===== src/rtl/hilo_muldiv_pkg.sv =====
// rtl/hilo_muldiv_pkg.sv - shared widths, divide FSM states and sign helper for hilo_muldiv
package hilo_muldiv_pkg;

   localparam int HILO_WD   = 66;
   localparam int DIV_STEPS = 32;
   localparam int CNT_W     = $clog2(DIV_STEPS);

   typedef enum logic [1:0] {
      DIV_IDLE = 2'b00,
      DIV_BUSY = 2'b01,
      DIV_DONE = 2'b10
   } div_state_e;

   function automatic logic [31:0] apply_sign(input logic neg, input logic [31:0] v);
      return neg ? (~v + 32'd1) : v;
   endfunction

endpackage


===== src/rtl/hilo_muldiv_div_core.sv =====
// rtl/hilo_muldiv_div_core.sv - iterative restoring divider, one quotient bit per cycle
module div_core
   import hilo_muldiv_pkg::*;
(
   input  logic        clk_i,
   input  logic        rst_i,
   input  logic        start_i,
   input  logic        signed_op_i,
   input  logic [31:0] dividend_i,
   input  logic [31:0] divisor_i,
   input  logic        flush_i,
   output logic        busy_o,
   output logic        done_o,
   output logic [31:0] quotient_o,
   output logic [31:0] remainder_o
);

   div_state_e       state_q, state_d;
   logic [CNT_W-1:0] cnt_q, cnt_d;
   logic [63:0]      acc_q, acc_d;      // {partial remainder, dividend bits shifting into quotient}
   logic [31:0]      dvs_q, dvs_d;
   logic             qneg_q, qneg_d;
   logic             rneg_q, rneg_d;
   logic [32:0]      trial;
   logic [31:0]      abs_a, abs_b;

   always_comb begin
      abs_a   = (signed_op_i && dividend_i[31]) ? apply_sign(1'b1, dividend_i) : dividend_i;
      abs_b   = (signed_op_i && divisor_i[31])  ? apply_sign(1'b1, divisor_i)  : divisor_i;
      trial   = acc_q[63:31] - {1'b0, dvs_q};
      state_d = state_q;
      cnt_d   = cnt_q;
      acc_d   = acc_q;
      dvs_d   = dvs_q;
      qneg_d  = qneg_q;
      rneg_d  = rneg_q;
      busy_o  = 1'b0;
      done_o  = 1'b0;
      case (state_q)
         DIV_IDLE: begin
            if (start_i) begin
               busy_o = 1'b1;
               if (divisor_i == 32'd0) begin
                  acc_d   = {dividend_i, 32'hFFFF_FFFF};
                  qneg_d  = 1'b0;
                  rneg_d  = 1'b0;
                  state_d = DIV_DONE;
               end else begin
                  acc_d   = {32'd0, abs_a};
                  dvs_d   = abs_b;
                  qneg_d  = signed_op_i & (dividend_i[31] ^ divisor_i[31]);
                  rneg_d  = signed_op_i & dividend_i[31];
                  cnt_d   = '0;
                  state_d = DIV_BUSY;
               end
            end
         end
         DIV_BUSY: begin
            busy_o = 1'b1;
            cnt_d  = cnt_q + 1'b1;
            // a non-negative trial difference means the divisor fits: keep it and set the quotient bit
            if (!trial[32]) acc_d = {trial[31:0], acc_q[30:0], 1'b1};
            else            acc_d = {acc_q[62:0], 1'b0};
            if (cnt_q == CNT_W'(DIV_STEPS - 1)) state_d = DIV_DONE;
         end
         DIV_DONE: begin
            done_o  = 1'b1;
            state_d = DIV_IDLE;
         end
         default: state_d = DIV_IDLE;
      endcase
      if (flush_i) begin
         state_d = DIV_IDLE;
         cnt_d   = '0;
         busy_o  = 1'b0;
         done_o  = 1'b0;
      end
   end

   always_ff @(posedge clk_i) begin
      if (rst_i) begin
         state_q <= DIV_IDLE;
         cnt_q   <= '0;
         acc_q   <= '0;
         dvs_q   <= '0;
         qneg_q  <= 1'b0;
         rneg_q  <= 1'b0;
      end else begin
         state_q <= state_d;
         cnt_q   <= cnt_d;
         acc_q   <= acc_d;
         dvs_q   <= dvs_d;
         qneg_q  <= qneg_d;
         rneg_q  <= rneg_d;
      end
   end

   assign quotient_o  = apply_sign(qneg_q, acc_q[31:0]);
   assign remainder_o = apply_sign(rneg_q, acc_q[63:32]);

endmodule


===== src/rtl/hilo_muldiv.sv =====
// rtl/hilo_muldiv.sv - EX-stage HI/LO producer: multiply, mthi/mtlo and stalling divide
module hilo_muldiv
   import hilo_muldiv_pkg::*;
(
   input  logic               clk,
   input  logic               rst,
   input  logic               inst_div,
   input  logic               inst_divu,
   input  logic               inst_mult,
   input  logic               inst_multu,
   input  logic               inst_mthi,
   input  logic               inst_mtlo,
   input  logic [31:0]        src1,
   input  logic [31:0]        src2,
   input  logic               flush,
   output logic               stallreq_for_div,
   output logic [HILO_WD-1:0] ex_hilo
);

   logic               div_op, mul_op;
   logic               div_busy, div_done;
   logic [31:0]        div_quo, div_rem;
   logic signed [32:0] mul_a, mul_b;
   logic signed [63:0] prod;

   assign div_op = inst_div | inst_divu;
   assign mul_op = inst_mult | inst_multu;

   div_core u_div_core (
      .clk_i       (clk),
      .rst_i       (rst),
      .start_i     (div_op),
      .signed_op_i (inst_div),
      .dividend_i  (src1),
      .divisor_i   (src2),
      .flush_i     (flush),
      .busy_o      (div_busy),
      .done_o      (div_done),
      .quotient_o  (div_quo),
      .remainder_o (div_rem)
   );

   // one extra bit lets a single signed multiplier serve both mult and multu
   assign mul_a = {inst_mult & src1[31], src1};
   assign mul_b = {inst_mult & src2[31], src2};
   assign prod  = mul_a * mul_b;

   always_comb begin
      stallreq_for_div = div_busy & ~rst;
      ex_hilo          = '0;
      if (rst || flush)             ex_hilo = '0;
      else if (div_done)            ex_hilo = {2'b11, div_rem, div_quo};
      else if (div_op || div_busy)  ex_hilo = '0;
      else if (mul_op)              ex_hilo = {2'b11, prod};
      else if (inst_mthi)           ex_hilo = {2'b10, src1, 32'd0};
      else if (inst_mtlo)           ex_hilo = {2'b01, 32'd0, src1};
   end

endmodule

===== config.mk =====
export PLATFORM = sky130hd
export DESIGN_NAME = hilo_muldiv
export DESIGN_NICKNAME = d
export VERILOG_FILES = /design/src/rtl/hilo_muldiv_pkg.sv /design/src/rtl/hilo_muldiv_div_core.sv /design/src/rtl/hilo_muldiv.sv
export SDC_FILE = /design/constraint.sdc
export NUM_CORES = 2
export LEC_CHECK = 0
export ABC_CLOCK_PERIOD_IN_PS = 8400
export BUFFER_PORTS_ARGS = -buffer_cell sky130_fd_sc_hd__buf_2
export CORE_ASPECT_RATIO = 0.8
export CORE_MARGIN = 5
export CORE_UTILIZATION = 45
export DETAILED_ROUTE_END_ITERATION = 6
export HOLD_SLACK_MARGIN = 0.1
export PLACE_DENSITY_LB_ADDON = 0.3
export SETUP_SLACK_MARGIN = 0.5
export SLEW_MARGIN = 20
export SYNTH_ARGS = -nofsm -noshare
export SYNTH_HDL_FRONTEND = slang
export SYNTH_SLANG_ARGS = --single-unit

===== constraint.sdc =====
create_clock -name clk -period 8.4 [get_ports clk]
set_clock_uncertainty 0.1 [all_clocks]
set_input_delay 0.42 -clock clk [delete_from_list [all_inputs] [get_ports clk]]
set_output_delay 0.42 -clock clk [all_outputs]
set_load 0.01 [all_outputs]

# --- After elaboration in Yosys (flattened, before gate mapping) ---
# Cells that the tools add are included.
word_totals:
  input_bits: 73
  output_inout_bits: 67
  ff_bits: 105
classes:
  bitwise: 14
  multipliers: 1
  addsub: 6
  n_eq_ne: 6
  muxes: 28
  reduce_logical: 13
ops:
  columns: ["cell", "count"]
  rows:
  - ["2-to-1 mux 66 bit", 5]
  - ["2-to-1 mux 64 bit", 3]
  - ["adder 32 x 1 -> 32 bit, second input constant", 4]
  - ["2-to-1 mux 32 bit", 4]
  - ["NOT 32 bit", 4]
  - ["case mux 64 bit (2 select lines)", 1]
  - ["2-to-1 mux 65 bit", 1]
  - ["multiplier 33 x 33 -> 64 bit", 1]
  - ["subtractor 33 x 32 -> 33 bit", 1]
  - ["logical NOT 32 bit", 1]
  - ["2-to-1 mux 5 bit", 2]
  - ["case mux 5 bit (2 select lines)", 1]
  - ["2-to-1 mux 1 bit", 6]
  - ["2-to-1 mux 2 bit", 3]
  - ["AND reduction 2 bit", 3]
  - ["AND reduction 3 bit", 2]
  - ["adder 5 x 1 -> 5 bit, second input constant", 1]
  - ["AND 1 bit", 5]
  - ["equality test 5 bit, second input constant", 1]
  - ["!= test 2 bit, second input constant", 2]
  - ["case mux 2 bit (2 select lines)", 1]
  - ["equality test 2 x 1 -> 1 bit, second input constant", 1]
  - ["equality test 2 bit, second input constant", 1]
  - ["logical AND 1 bit", 2]
  - ["other kinds (9)", 12]

# --- Longest topological paths before layout ---
depth:
  ltp_word: 8
  mapped_depth: 31
  depth_no_buf: 28

# --- Modules after synthesis ---
# From an unflattened synthesis, not the netlist that was laid out.
hier_totals:
  cells_unflattened: 5640
  hier_area_um2: 48280.1
by_module_without_submodules:
  columns: ["mod", "area_each_um2", "n_inst", "cells_per_inst", "seq_area_each_um2"]
  rows:
  - ["hilo_muldiv", 39511.6, 1, 4465, 0.0]
  - ["div_core", 8768.4, 1, 1175, 2102.0]

# --- Least setup slack after synthesis ---
# OpenSTA, ideal clock, no wires.
synth_path:
  path_type: "input to output"
  start: "input src1[31]"
  end: "output ex_hilo[60]"
  setup_slack_ns: -0.310
  arrival_time_ns: 8.190
  path_stages: 30
  path_buffers: 2
  t_required_ns: 7.880
  cell_sequence: "clkbuf_1 -> and2_1 -> clkbuf_1 -> nand2_1 -> inv_1 -> fa_1 -> inv_1 -> fa_1 -> inv_1 -> fa_1 -> fa_1 -> inv_1 -> fa_1 -> inv_1 -> fa_1 -> inv_1 -> fa_1 -> fa_1 -> inv_1 -> ha_1 -> a21o_1 -> a21o_1 -> a21o_1 -> a21o_1 -> a21oi_1 -> o21ai_0 -> or3_1 -> o311ai_0 -> a311oi_1 -> o22ai_1"
synth_between:
  elab_chain_len: 6
synth_rtl:
  columns: ["item", "line", "rtl"]
  rows:
  - ["from (decl)", "hilo_muldiv.sv:13", "input logic [31:0] src1,"]
  - ["AND 1 bit", "hilo_muldiv.sv:44", "assign mul_a = {inst_mult & src1[31], src1};"]
  - ["multiplier 33 x 33 -> 64 bit (*)", "hilo_muldiv.sv:46", "assign prod = mul_a * mul_b;"]
  - ["2-to-1 mux 66 bit (*)", "hilo_muldiv.sv:54", "else if (mul_op) ex_hilo = {2'b11, prod};"]
  - ["2-to-1 mux 66 bit (*)", "hilo_muldiv.sv:53", "else if (div_op || div_busy) ex_hilo = '0;"]
  - ["2-to-1 mux 66 bit (*)", "hilo_muldiv.sv:52", "else if (div_done) ex_hilo = {2'b11, div_rem, div_quo};"]
  - ["2-to-1 mux 66 bit (*)", "hilo_muldiv.sv:51", "if (rst || flush) ex_hilo = '0;"]
  - ["to (decl)", "hilo_muldiv.sv:17", "output logic [HILO_WD-1:0] ex_hilo"]
# Every way passes the cells marked *; elsewhere a longest branch is shown, timed or not.

# --- Final worst setup path ---
layout_path:
  start: "input inst_mult"
  end: "output ex_hilo[57]"
layout_between:
  elab_chain_len: 6
  word_cells_on_any_way: 8
  cone_classes: "mul: 1; mux: 4; bitwise: 3"
layout_rtl:
  columns: ["item", "line", "rtl"]
  rows:
  - ["from (decl)", "hilo_muldiv.sv:9", "input logic inst_mult,"]
  - ["AND 1 bit (on tied branches)", "hilo_muldiv.sv:44, hilo_muldiv.sv:45", null]
  - ["multiplier 33 x 33 -> 64 bit", "hilo_muldiv.sv:46", null]
  - ["2-to-1 mux 66 bit (*)", "hilo_muldiv.sv:54", null]
  - ["2-to-1 mux 66 bit (*)", "hilo_muldiv.sv:53", null]
  - ["2-to-1 mux 66 bit (*)", "hilo_muldiv.sv:52", null]
  - ["2-to-1 mux 66 bit (*)", "hilo_muldiv.sv:51", null]
# Marked as above.

==> results.py <==
metrics = {
    "run": {
        "maxCapViolCount": 0,
    },
    "detailed_routing": {
        "ant_nets": 0,
        "drt_iter0_drc": 3644,
        "drc": 0,
        "dr.pass1.iters": 6,
        "vias": 41470,
        "wl_per_cell_um": 22.37,
        "viasPerCell": 5.485,
        "drt-total-wl_mm": 169.1,
    },
    "finish": {
        "drive_gt1_frac": 0.1836,
        "n_fill_cell": 9627,
        "design_area_um2": 57680,
        "area_growth_syn_to_layout_pct": 19.64,
        "layoutNonFillerInstCount": 7560,
        "regArea_um2": 2102,
        "nets": 7578,
        "multi_input_area_um2": 41820,
    },
    "grt": {
        "met3_usage": 0.06786,
        "met2_usage": 0.4509,
        "grtUsageMet1": 0.4171,
        "gr-total-overflow": 0,
        "grt_max_degree": 64,
        "grt_pass1_wl_mm": 259.2,
        "grt_use_total": 0.2979,
        "grt_pass1_vias": 42910,
        "antenna_found_initial": 17,
        "top_usage_layer": "met2",
    },
    "place": {
        "placed_cells": 7443,
        "numPortBuffers": 139,
        "dpl_cell_area_um2": 54280,
        "place_congestion": 1.011,
        "dp_hpwl_mm": 137.2,
    },
    "floorplanning": {
        "ios": 140,
        "rows": 107,
        "coreArea_um2": 106400,
        "initial_core_util": 0.4530,
        "die_x_um": 376.0,
        "dieArea_um2": 113800,
        "chipHeight_um": 302.8,
    },
    "worst_setup_path": {
        "cp.required_ns": 7.88,
        "reg2reg_from": "u_div_core.acc_q[31]",
        "cp-start-kind": "input pin",
        "critPathMaxStageDelay_ns": 0.60,
        "r2r-end": "u_div_core.acc_q[62]",
        "crit_slowest_cell": "fa_2",
        "endpoint_kind": "output port",
        "cp_max_fo": 5,
        "cp.arrival_ns": 7.96,
        "rr_worst_depth": 13,
        "path_class": "in -> out",
        "rrSetupSlack_ns": 3.39,
    },
    "sta": {
        "worst_slack_ns": -0.07641,
        "rsz0062_at_grt": "yes",
        "timing.hold.ws_ns": 0.3620,
        "hold_viol": 0,
        "fin_crit_sh": 1.009,
        "finalSetupTns_ns": -0.1199,
        "setup_viol": 3,
        "fmax_mhz": 118.0,
        "period_minus_slack_ns": 8.476,
        "worst_pin_slew_ns": 1.198,
        "drv_slew": 0,
        "relSlewSlack": 0.2007,
    },
    "clock_tree": {
        "htreeDepth": 3,
        "clkTransAtPathRegs_ns": 0.09,
        "cts-buffers-inserted": 9,
        "cts_sinks": 105,
        "cts_root_buf": "clkbuf_16",
        "cts.path.max_buffers": 2,
        "clkLatencyLatePin_ns": 0.40,
        "cts_tree": "built",
    },
    "yosys": {
        "synth_edf_count": 0,
        "netlist_area_um2": 48210,
        "syn-num-nets": 7153,
        "ys_seq_area_frac": 0.04360,
        "syn-instance-count": 5703,
        "yosysWarnings": 0,
        "ys_async_sr_fraction": 0,
        "yosysUniqueCellTypes": 82,
        "avgSynthCellArea_um2": 8.454,
        "synth.ff_latch_count": 105,
        "synthFlopType": "dfxtp_1",
    },
    "status": {
        "violations": "setup timing",
        "status": "finished with violations",
    },
    "worst_hold_path": {
        "hold_depth": 2,
        "hold-path-endpoint": "u_div_core.dvs_q[31]",
        "hold_path.class": "reg -> reg",
        "hp-start": "u_div_core.dvs_q[31]",
    },
}
-- final cells by class --
cell class              instances  share of cell area
well taps                    1417             0.03074
clock inverters                 6            0.001063
multi-input cells            4040              0.7250
repair buffers                786              0.1249
diodes                         10           0.0004338
clock buffers                  10            0.003969
flip-flops and latches        105             0.03644
inverters                    1186             0.07746
-- timing repair --
action,in CTS,in global routing
resized for setup,393,136
gates cloned,7,3
setup buffers,59,22
hold buffers,0,0
pin swaps,208,116
setup endpoints to repair,43,45
-- flip-flops by register name, summed over array words and instances (netlist names) --
name and cells:
u_div_core.acc_q 64, u_div_core.dvs_q 32, u_div_core.cnt_q 5, u_div_core.state_q 2
u_div_core.qneg_q 1, u_div_core.rneg_q 1
-- cells in the mapped netlist (11+ instances only) --
master	number	area [um2]
ha_1	251	3141
a21oi_1	229	1146
fa_1	1126	22540
o21bai_1	12	90.09
a21o_1	53	397.9
nand2_1	896	3363
nor3_1	35	175.2
and3_1	33	206.5
nor2b_1	19	118.9
o21ai_0	127	635.6
nor2_1	218	818.3
nand2b_1	12	75.07
nand3_1	38	190.2
o41ai_1	11	96.34
nor4_1	13	81.33
nand4_1	22	137.6
a211oi_1	65	488.0
o31ai_1	26	195.2
o21a_1	19	142.6
and2_1	347	2171
xnor2_1	122	1069
buf_2	12	60.06
or4_1	12	90.09
xor2_1	87	762.0
a221oi_1	11	96.34
a31oi_1	30	187.7
o22ai_1	13	81.33
a22oi_1	30	225.2
or3_1	21	131.4
o221ai_1	17	148.9
buf_1	58	217.7
or2_2	16	100.1
inv_1	1186	4452
dfxtp_1	105	2102
clkbuf_1	301	1130
o211ai_1	28	210.2
-- through the flow --
stage	setup WS [ns]	util
after detailed placement	-0.4900	0.5100
after global placement	-0.4892	0.5100
after floorplan	0.2897	-
final	-0.07641	0.5420
after global routing	-0.2686	0.5419
after CTS	-0.04059	0.5339
-- cell families after synthesis --
group           after synthesis  synth area share
compound gates              743           0.09932
xor+xnor                    209           0.03797
fa+ha+maj                  1377            0.5327
buf+inv                    1558            0.1217
flops                       105           0.04360
mux                           8          0.001661
simple gates               1703            0.1631
-- per-layer routing --
metal  part of all wire  routed length [um]  up-vias
li1                   -                   -    18140
met5            0.00016                  27        -
met3              0.098               16530      336
met2               0.43               73490     1834
met4              0.051                8568        4
met1               0.42               70530    21150
-- worst max-delay path by stage --
stage	startpoint	to	slack, ns	cells after the start
3_5_place_dp	src2[9]	ex_hilo[58]	-0.49	26
2_1_floorplan	src1[31]	ex_hilo[60]	0.29	30
3_3_place_gp	src2[9]	ex_hilo[58]	-0.49	25
5_1_grt	inst_mult	ex_hilo[63]	-0.27	29
6_report	inst_mult	ex_hilo[57]	-0.08	31
4_1_cts	inst_mult	ex_hilo[63]	-0.04	29
-- critical path, delay by kind of cell --
kind,cells,cell delay (ns)
adders and majority gates,9,4.30
buffers and inverters,12,1.29
and+or+nand+nor,5,1.02
AOI/OAI and AO/OA,5,0.89
-- cells in the final DEF, fill, tap and decap left out, drive strengths merged, types with 18 or more instances in the layout --
cell	netlist	final
o21ai	134	134
or3	22	22
nor3	38	38
xor2	87	87
o21a	19	19
nor2b	19	19
a211oi	65	65
nand2	896	896
and2	348	348
nand3	39	39
nand4	22	22
buf	71	776
and3	33	33
o31ai	27	27
a21oi	229	229
or2	18	18
a22oi	31	31
a21o	53	53
a31oi	30	30
inv	1186	1187
dfxtp	105	105
nor2	219	219
fa	1126	1126
xnor2	122	122
o211ai	28	28
ha	251	251
Power is left out: the tool's default activity adds up to more than one toggle a clock period on the data nets, which glitch-free logic cannot reach.
